===== config.mk =====
export PLATFORM = sky130hd
export DESIGN_NAME = uart_rx_ovs
export DESIGN_NICKNAME = d
export VERILOG_FILES = /design/src/rtl/uart_rx_ovs.sv
export SDC_FILE = /design/constraint.sdc
export NUM_CORES = 1
export LEC_CHECK = 0
export CORE_MARGIN = 1
export CORE_UTILIZATION = 45
export CTS_BUF_LIST = sky130_fd_sc_hd__clkbuf_16
export DETAILED_ROUTE_END_ITERATION = 10
export PLACE_DENSITY = 0.72
export SYNTH_ARGS = -nofsm -noshare
export SYNTH_HDL_FRONTEND = slang
export SYNTH_SLANG_ARGS = --single-unit

===== constraint.sdc =====
create_clock -name clk -period 2 [get_ports clk]
set_input_delay 0.4 -clock clk [delete_from_list [all_inputs] [get_ports clk]]
set_output_delay 0.4 -clock clk [all_outputs]
set_load 0.01 [all_outputs]

===== src/rtl/uart_rx_ovs.sv =====
// ---------------------------------------------------------------------------
// uart_rx_ovs
// Oversampling UART receiver with majority-voted bit sampling, 5..9 data
// bits, optional odd/even parity and 1 or 2 stop bits.
//
// Ports:
//   clk         system clock
//   rst_n       asynchronous active-low reset
//   en          receiver enable; low forces the FSM idle and parks the tick
//               divider, the output register is left alone
//   rx          asynchronous serial input, idle high
//   out_ready   consumer accepts data_out
//   data_out    received word (LSB was first on the line)
//   out_valid   data_out holds an unconsumed word
//   parity_err  parity mismatch for data_out (always 0 without parity)
//   frame_err   a stop bit was voted low for data_out
//   overrun     one-cycle pulse: an unconsumed word was overwritten
//   busy        frame reception in progress
//
// Output handshake: a transfer happens on every clk edge where
// out_valid && out_ready. out_valid only falls through a transfer; a new
// word committed in the same cycle as a transfer keeps out_valid high.
// ---------------------------------------------------------------------------
module uart_rx_ovs #(
    parameter int CLK_FREQ   = 25000000,
    parameter int BAUD_RATE  = 115200,
    parameter int OVERSAMPLE = 16,
    parameter int DATA_BITS  = 8,
    parameter int PARITY     = 0,
    parameter int STOP_BITS  = 1
) (
    input  logic                 clk,
    input  logic                 rst_n,
    input  logic                 en,
    input  logic                 rx,
    input  logic                 out_ready,
    output logic [DATA_BITS-1:0] data_out,
    output logic                 out_valid,
    output logic                 parity_err,
    output logic                 frame_err,
    output logic                 overrun,
    output logic                 busy
);

    // Rounded clocks per oversample tick.
    localparam int DIV     = (CLK_FREQ + BAUD_RATE * OVERSAMPLE / 2) / (BAUD_RATE * OVERSAMPLE);
    localparam int DIV_W   = (DIV > 1) ? $clog2(DIV) : 1;
    localparam int PH_W    = $clog2(OVERSAMPLE);
    localparam int HALF    = OVERSAMPLE / 2;
    localparam logic ODD_PAR = (PARITY == 1);

    typedef enum logic [2:0] {
        S_IDLE,
        S_START,
        S_DATA,
        S_PAR,
        S_STOP
    } state_t;

    // ------------------------------------------------------------------
    // Oversample tick generator
    // ------------------------------------------------------------------
    logic [DIV_W-1:0] div_cnt;
    logic             tick;

    always_ff @(posedge clk or negedge rst_n) begin
        if (!rst_n) begin
            div_cnt <= '0;
        end else if (!en) begin
            div_cnt <= '0;
        end else if (div_cnt == DIV_W'(DIV - 1)) begin
            div_cnt <= '0;
        end else begin
            div_cnt <= div_cnt + 1'b1;
        end
    end

    // en gating only matters when DIV == 1 and the counter is always at its end.
    assign tick = en && (div_cnt == DIV_W'(DIV - 1));

    // ------------------------------------------------------------------
    // rx synchroniser (idle-high reset so no false start after reset)
    // ------------------------------------------------------------------
    logic rx_m;
    logic rx_s;

    always_ff @(posedge clk or negedge rst_n) begin
        if (!rst_n) begin
            rx_m <= 1'b1;
            rx_s <= 1'b1;
        end else begin
            rx_m <= rx;
            rx_s <= rx_m;
        end
    end

    // ------------------------------------------------------------------
    // Frame FSM
    // ------------------------------------------------------------------
    state_t                state_q, state_d;
    logic [PH_W-1:0]       phase_q, phase_d;
    logic [3:0]            bit_q, bit_d;
    logic [1:0]            samp_q, samp_d;     // samples at phase HALF-1 and HALF
    logic [DATA_BITS-1:0]  shreg_q, shreg_d;
    logic                  perr_q, perr_d;
    logic                  ferr_q, ferr_d;
    // Cleared when a frame ends on a low line (break / low stop bit) so
    // that a held-low line cannot immediately start another frame.
    logic                  armed_q, armed_d;
    logic                  busy_q;

    logic                  vote;
    logic                  ph_last;
    logic                  ph_vote;
    logic                  commit;
    logic                  commit_ferr;

    assign vote    = (samp_q[0] & samp_q[1]) | (samp_q[0] & rx_s) | (samp_q[1] & rx_s);
    assign ph_last = (phase_q == PH_W'(OVERSAMPLE - 1));
    assign ph_vote = (phase_q == PH_W'(HALF + 1));

    always_comb begin
        state_d     = state_q;
        phase_d     = phase_q;
        bit_d       = bit_q;
        samp_d      = samp_q;
        shreg_d     = shreg_q;
        perr_d      = perr_q;
        ferr_d      = ferr_q;
        armed_d     = armed_q;
        commit      = 1'b0;
        commit_ferr = ferr_q | ~vote;

        if (rx_s) begin
            armed_d = 1'b1;
        end

        if (tick && (state_q != S_IDLE)) begin
            phase_d = ph_last ? '0 : phase_q + 1'b1;
            if (phase_q == PH_W'(HALF - 1)) begin
                samp_d[0] = rx_s;
            end
            if (phase_q == PH_W'(HALF)) begin
                samp_d[1] = rx_s;
            end
        end

        if (tick) begin
            case (state_q)
                S_IDLE: begin
                    // The detecting tick counts as phase 0 of the start bit.
                    if (!rx_s && armed_q) begin
                        state_d = S_START;
                        phase_d = PH_W'(1);
                        bit_d   = '0;
                        perr_d  = 1'b0;
                        ferr_d  = 1'b0;
                    end
                end
                S_START: begin
                    if (ph_vote && vote) begin
                        state_d = S_IDLE;       // false start, no output
                        phase_d = '0;
                    end else if (ph_last) begin
                        state_d = S_DATA;
                        bit_d   = '0;
                    end
                end
                S_DATA: begin
                    if (ph_vote) begin
                        shreg_d = {vote, shreg_q[DATA_BITS-1:1]};
                    end
                    if (ph_last) begin
                        if (bit_q == 4'(DATA_BITS - 1)) begin
                            state_d = (PARITY != 0) ? S_PAR : S_STOP;
                            bit_d   = '0;
                        end else begin
                            bit_d = bit_q + 4'd1;
                        end
                    end
                end
                S_PAR: begin
                    if (ph_vote) begin
                        perr_d = (^shreg_q) ^ vote ^ ODD_PAR;
                    end
                    if (ph_last) begin
                        state_d = S_STOP;
                        bit_d   = '0;
                    end
                end
                S_STOP: begin
                    if (ph_vote) begin
                        if (!vote) begin
                            ferr_d = 1'b1;
                        end
                        // Commit mid-way through the last stop bit so a start
                        // edge in its second half is still caught.
                        if (bit_q == 4'(STOP_BITS - 1)) begin
                            commit  = 1'b1;
                            state_d = S_IDLE;
                            phase_d = '0;
                            armed_d = rx_s;
                        end
                    end else if (ph_last) begin
                        bit_d = bit_q + 4'd1;
                    end
                end
                default: begin
                    state_d = S_IDLE;
                    phase_d = '0;
                end
            endcase
        end

        if (!en) begin
            state_d = S_IDLE;
            phase_d = '0;
            bit_d   = '0;
        end
    end

    always_ff @(posedge clk or negedge rst_n) begin
        if (!rst_n) begin
            state_q <= S_IDLE;
            phase_q <= '0;
            bit_q   <= '0;
            samp_q  <= '0;
            shreg_q <= '0;
            perr_q  <= 1'b0;
            ferr_q  <= 1'b0;
            armed_q <= 1'b0;
            busy_q  <= 1'b0;
        end else begin
            state_q <= state_d;
            phase_q <= phase_d;
            bit_q   <= bit_d;
            samp_q  <= samp_d;
            shreg_q <= shreg_d;
            perr_q  <= perr_d;
            ferr_q  <= ferr_d;
            armed_q <= armed_d;
            busy_q  <= (state_d != S_IDLE);
        end
    end

    assign busy = busy_q;

    // ------------------------------------------------------------------
    // Output register and handshake
    // ------------------------------------------------------------------
    always_ff @(posedge clk or negedge rst_n) begin
        if (!rst_n) begin
            data_out   <= '0;
            out_valid  <= 1'b0;
            parity_err <= 1'b0;
            frame_err  <= 1'b0;
            overrun    <= 1'b0;
        end else begin
            overrun <= 1'b0;
            if (commit) begin
                data_out   <= shreg_q;
                parity_err <= perr_q;
                frame_err  <= commit_ferr;
                out_valid  <= 1'b1;
                overrun    <= out_valid & ~out_ready;
            end else if (out_valid && out_ready) begin
                out_valid <= 1'b0;
            end
        end
    end

endmodule


After elaboration in Yosys (flattened, before gate mapping)
Index checks and enable logic that the tools add are counted.
{ "totals": {"regBits": 43, "word_cells": 123, "inputBits": 5, "out_inout_bits": 13} }
{ "op_classes": {"n_reduce_logical": 21, "bitwise": 10, "mux": 50, "n_addsub": 3, "n_eq_ne": 21} }
{ "ops": {"columns": ["operator", "n"], "rows": [
  ["4-bit two-way mux", 19],
  ["3-bit two-way mux", 10],
  ["4-bit one-hot mux with 5 select lines", 1],
  ["4-bit equality test, second input constant", 4],
  ["1-bit two-way mux", 16],
  ["4-bit one-hot mux with 4 select lines", 1],
  ["3-bit != test, second input constant", 5],
  ["3-bit one-hot mux with 5 select lines", 1],
  ["4-bit by 1-bit adder with 4-bit output, second input constant", 3],
  ["4-bit by 3-bit equality test with 1-bit output, second input constant", 2],
  ["2-bit != test, second input constant", 4],
  ["8-bit XOR reduction", 1],
  ["7-bit AND reduction", 1],
  ["3-bit by 2-bit equality test with 1-bit output, second input constant", 2],
  ["6-bit by 1-bit != test with 1-bit output, second input constant", 1],
  ["2-bit nonzero test", 3],
  ["3-bit nonzero test", 2],
  ["1-bit logical AND", 5],
  ["5-bit AND reduction", 1],
  ["1-bit bitwise AND", 4],
  ["4-bit logical NOT", 1],
  ["1-bit one-hot mux with 2 select lines", 2],
  ["2-bit AND reduction", 2],
  ["4-bit AND reduction", 1],
  ["other kinds (10)", 13]
]} }

Depth between registers and ports, before layout
{ "depth": {"ltp_word": 9, "depth_mapped": 8} }

Worst setup path before layout
No wires, ideal clock.
{ "synth_timing": {"kind": "reg-to-reg", "start": "reg phase_q[0]", "end": "reg busy_q, in the netlist busy", "setup_time_ps": 131, "path_slack_ps": 155, "t_required_ps": 1869, "arrival_ps": 1714, "path_stages_with_launch": 8, "period_less_slack_ps": 1845, "path_cell_list": "dfrtp_1 -> ha_1 -> and3_1 -> buf_6 -> mux2i_1 -> o22ai_1 -> a31o_1 -> or3_1"} }
{ "synth_via": {"elab_chain_cells": 7, "elab_cells_between_ends": 12} }
{ "synth_lines": {"columns": ["element", "line_no", "text"], "rows": [
  ["start: declaration", "101", "logic [PH_W-1:0] phase_q, phase_d;"],
  ["start signal: assignment", "235", "phase_q <= phase_d;"],
  ["4-bit equality test (on tied branches)", "119, 120", null],
  ["3-bit two-way mux or 1-bit logical AND (tied branches)", "164, 161", null],
  ["3-bit two-way mux", "161", "if (ph_vote && vote) begin"],
  ["3-bit one-hot mux with 5 select lines (*)", "149", "case (state_q)"],
  ["3-bit two-way mux (*)", "148", "if (tick) begin"],
  ["3-bit two-way mux (*)", "215", "if (!en) begin"],
  ["via state_d[1]", "100", "state_t state_q, state_d;"],
  ["3-bit nonzero test (*)", "242", "busy_q <= (state_d != S_IDLE);"],
  ["end signal: assignment", "242", null],
  ["end: declaration", "110", "logic busy_q;"]
]} }
The timed path passes the listed nets; every way through them passes the cells marked *.
A chain may end at the register's enable or synchronous reset.

Worst setup path after layout
Ends and elaborated chain as after synthesis.

==> results.ini <==
[synth]
synth-compound-area-share_pct=9.500
yosys.area_share.simple_pct=18.27
synthArstFlopShare_pct=100.0
syn_area_per_cell_um2=10.96
muxShareOfSynthArea_pct=10.85
yosysUniqueCellTypes=49
ys_ff_latch=43
netlist_area_um2=2226
synth_ff_type=dfrtp_1
yosys_warnings=0
synth-edff-count=0
synth_top_family_by_area=simple AND/OR/NAND/NOR gates
synth_fa_ha_area_share_pct=4.384
synthCells=203
yosysSeqAreaShare_pct=48.45
yosys.area_share.xor_xnor_pct=4.328
syn_nets=215

[floorplan]
core-area_um2=4755
ios=18
rows=25
start_util_pct=46.82
die_x_um=72.33
die_h_um=72.33
dieArea_um2=5232

[timing]
skew_ns=0.006476
setup_viol_count_final=0
setup_ws_ns=0.09315
min_period_ns=1.907
setup_tns_ns=0
rsz0062_at_grt=no
hold_viol=0
worst_pin_slew_ns=0.5352
maxSlewViolCount=0
finalCritPeriodShare_pct=95.34
fmax_ghz=0.5244
slew_headroom_pct=64.32

[grt]
grt_pass1_wl_um=7155
grt_overflow=0
antenna_found_initial=0
gr-usage-all-layers_pct=17.97
first_global_vias=1474
grt_max_degree=44

[placed_design]
numPortBuffers=17
hpwl_um=2849
gp_congestion=0.8396
pre_cts_slack_ns=-0.02920
place_inst=290

[clock_network]
clkSlewWorstSetupHoldPaths_ns=0.06
root_buffer=clkbuf_16
hold_buffers=0
htree_levels=2
cts_tree=yes
cts.sinks=43
numCtsBuffers=5
worstSkewPairLatency_ns=0.28
postCtsSetupBuffers=0
clk_path_buf_depth=2

[worst_setup_path]
crit_fanout=5
crit_path_cell_trace=ha_1 > and3_2 > mux2i_1 > o22ai_1 > a31o_1 > or3_1
critPathMaxStageDelay_ns=0.41
critPathLaunchType=flip-flop
worstPathArrival_ns=2.07
crit_required_ns=2.16
endpoint_kind=flip-flop
r2r_setup_slack_ns=0.09
r2r-end=busy
crit_slowest_cell=dfrtp_1
r2r-start=phase_q[0]
critPathKind=reg -> reg
r2r_cells=6

[power]
vdd_drop_max_mv=0.3861
power.leakage_uw=0.001203
powerDensity_nw_per_um2=695.5

[drt]
dr.pass1.iters=5
dr.first_iter.drc_count=94
wl_per_cell_um=13.82
antenna_left=0
drc=0
via_per_inst=5.238
vias=1561
routed_wl_um=4117

[worst_hold_path]
hp-class=in -> async

[final_layout]
syn2layout_area_growth_pct=19.73
n_antenna_cell=0
drive_above_1_share_pct=21.65
n_fill_cell=418
instances_no_fill=298
nets=242

[outcome]
outcome=finished, final reports clean

[run]
maxCapViolCount=0

==> final cells by class <==
type | count | area (um2) | area share (%)
clock buffers | 5 | 125.1 | 4.695
clock inverters | 3 | 43.79 | 1.643
inverters | 9 | 33.78 | 1.268
multi-input cells | 145 | 1055 | 39.58
flip-flops and latches | 43 | 1079 | 40.47
well taps | 67 | 83.83 | 3.146
repair buffers | 26 | 245.2 | 9.202
==> worst max-delay path by stage <==
stage,start,to,cells past startpoint
after floorplan,phase_q[0],busy,7
after global placement,en,data_out[6],6
after detailed placement,en,data_out[0],6
after CTS,phase_q[0],busy,6
after global routing,phase_q[1],busy,6
final,phase_q[0],busy,6
==> metrics by stage <==
| stage | util, % | instance area (um2) | total power (uW) | hold slack (ns) |
|---|---|---|---|---|
| floorplan | - | 2226 | 920.5 | 0.1044 |
| global placement | 52.47 | 2495 | 953.7 | 0.3492 |
| detailed placement | 52.47 | 2495 | 955.6 | 0.3472 |
| CTS | 56.03 | 2664 | 1873 | 0.1997 |
| global route | 56.05 | 2665 | 1919 | 0.2406 |
| finish | 56.05 | 2665 | 1853 | 0.1755 |
==> cells in the mapped netlist (2+ instances only) <==
cell type   n  area [um2]
ha_1        7       87.58
a31oi_1     3       18.77
nand4_1     2       12.51
nand3_2     2       20.02
a21boi_0    3       22.52
mux2_4      5       75.07
nor2_1     12       45.04
nor3b_1     2       15.01
clkbuf_8    2       27.53
dfrtp_1    41        1026
dfstp_2     2       52.55
buf_6       2       22.52
and3_1      3       18.77
nand3_1    11       55.05
a21oi_1     5       25.02
nor3_1      4       20.02
mux2i_1     2       20.02
xnor2_1     9       78.83
nand2b_1    3       18.77
inv_1       9       33.78
xor2_1      2       17.52
a32o_1      2       20.02
nor2b_1     3       18.77
nand2_1    19       71.32
nand4b_1    2       17.52
mux2_2     13       146.4
buf_2       2       10.01
o21ai_0    10       50.05
==> worst max-delay path, delay by kind of cell (launching register included) <==
kind	cells	cell delay, ns
multiplexers	1	0.16
flip-flops	1	0.41
adder cells (fa/ha/maj)	1	0.25
AO/OA/AOI/OAI	2	0.33
AND/OR/NAND/NOR	2	0.63
==> cells by family after synthesis <==
group,count (synthesis)
and+or+nand+nor,74
DFF,43
AOI/OAI and AO/OA,32
muxes,20
buffers and inverters,15
xor gates and xnor gates,11
adders and majority gates,8
==> layer usage <==
metal | wire, um | share of wire (%) | global-route usage [%] | up-vias
li1 | - | - | - | 769
met1 | 1929 | 47 | 24.53 | 760
met2 | 1999 | 49 | 27.73 | 26
met3 | 121 | 2.9 | 4.167 | 6
met4 | 66 | 1.6 | 7.190 | 0
met5 | 0 | 0 | 0 | -
==> repair_timing <==
item | in CTS | in global routing
setup endpoints to repair | 0 | 2
resized for setup | 0 | 1
endpoints found under the hold margin | 0 | 0
==> sequential cells by signal, indices dropped and copies added, names as in the netlist <==
signal,flops
armed_q,1
bit_q,4
busy,1
data_out,8
div_cnt,4
ferr_q,1
frame_err,1
out_valid,1
overrun,1
parity_err,1
perr_q,1
phase_q,4
rx_m,1
rx_s,1
samp_q,2
shreg_q,8
state_q,3
==> layout by cell type, fill, tap and decap left out, types with 2 or more instances in the layout <==
cell type	count
nor3b_1	2
nand3_2	2
a21boi_0	3
dfrtp_1	41
nand2b_1	3
xor2_1	2
clkdlybuf4s50_1	16
mux2_4	5
nand2_1	19
nor2b_1	3
mux2i_1	2
mux2_2	13
nor3_1	4
inv_1	9
nand3_1	11
a21oi_1	5
nand4_1	2
ha_1	7
and3_1	2
nor2_1	12
a32o_1	2
dfstp_2	2
clkbuf_16	5
xnor2_1	9
o21ai_0	10
a31oi_1	3
nand4b_1	2
buf_4	8
==> power by group <==
part / leakage [uW] / switching, uW / internal [uW]
sequential: 0.000586 / 6.78 / 879
clock: 0.0000838 / 327 / 588
combinational: 0.000533 / 32.8 / 20.0
Note: power is estimated with default switching activity, not from simulation.
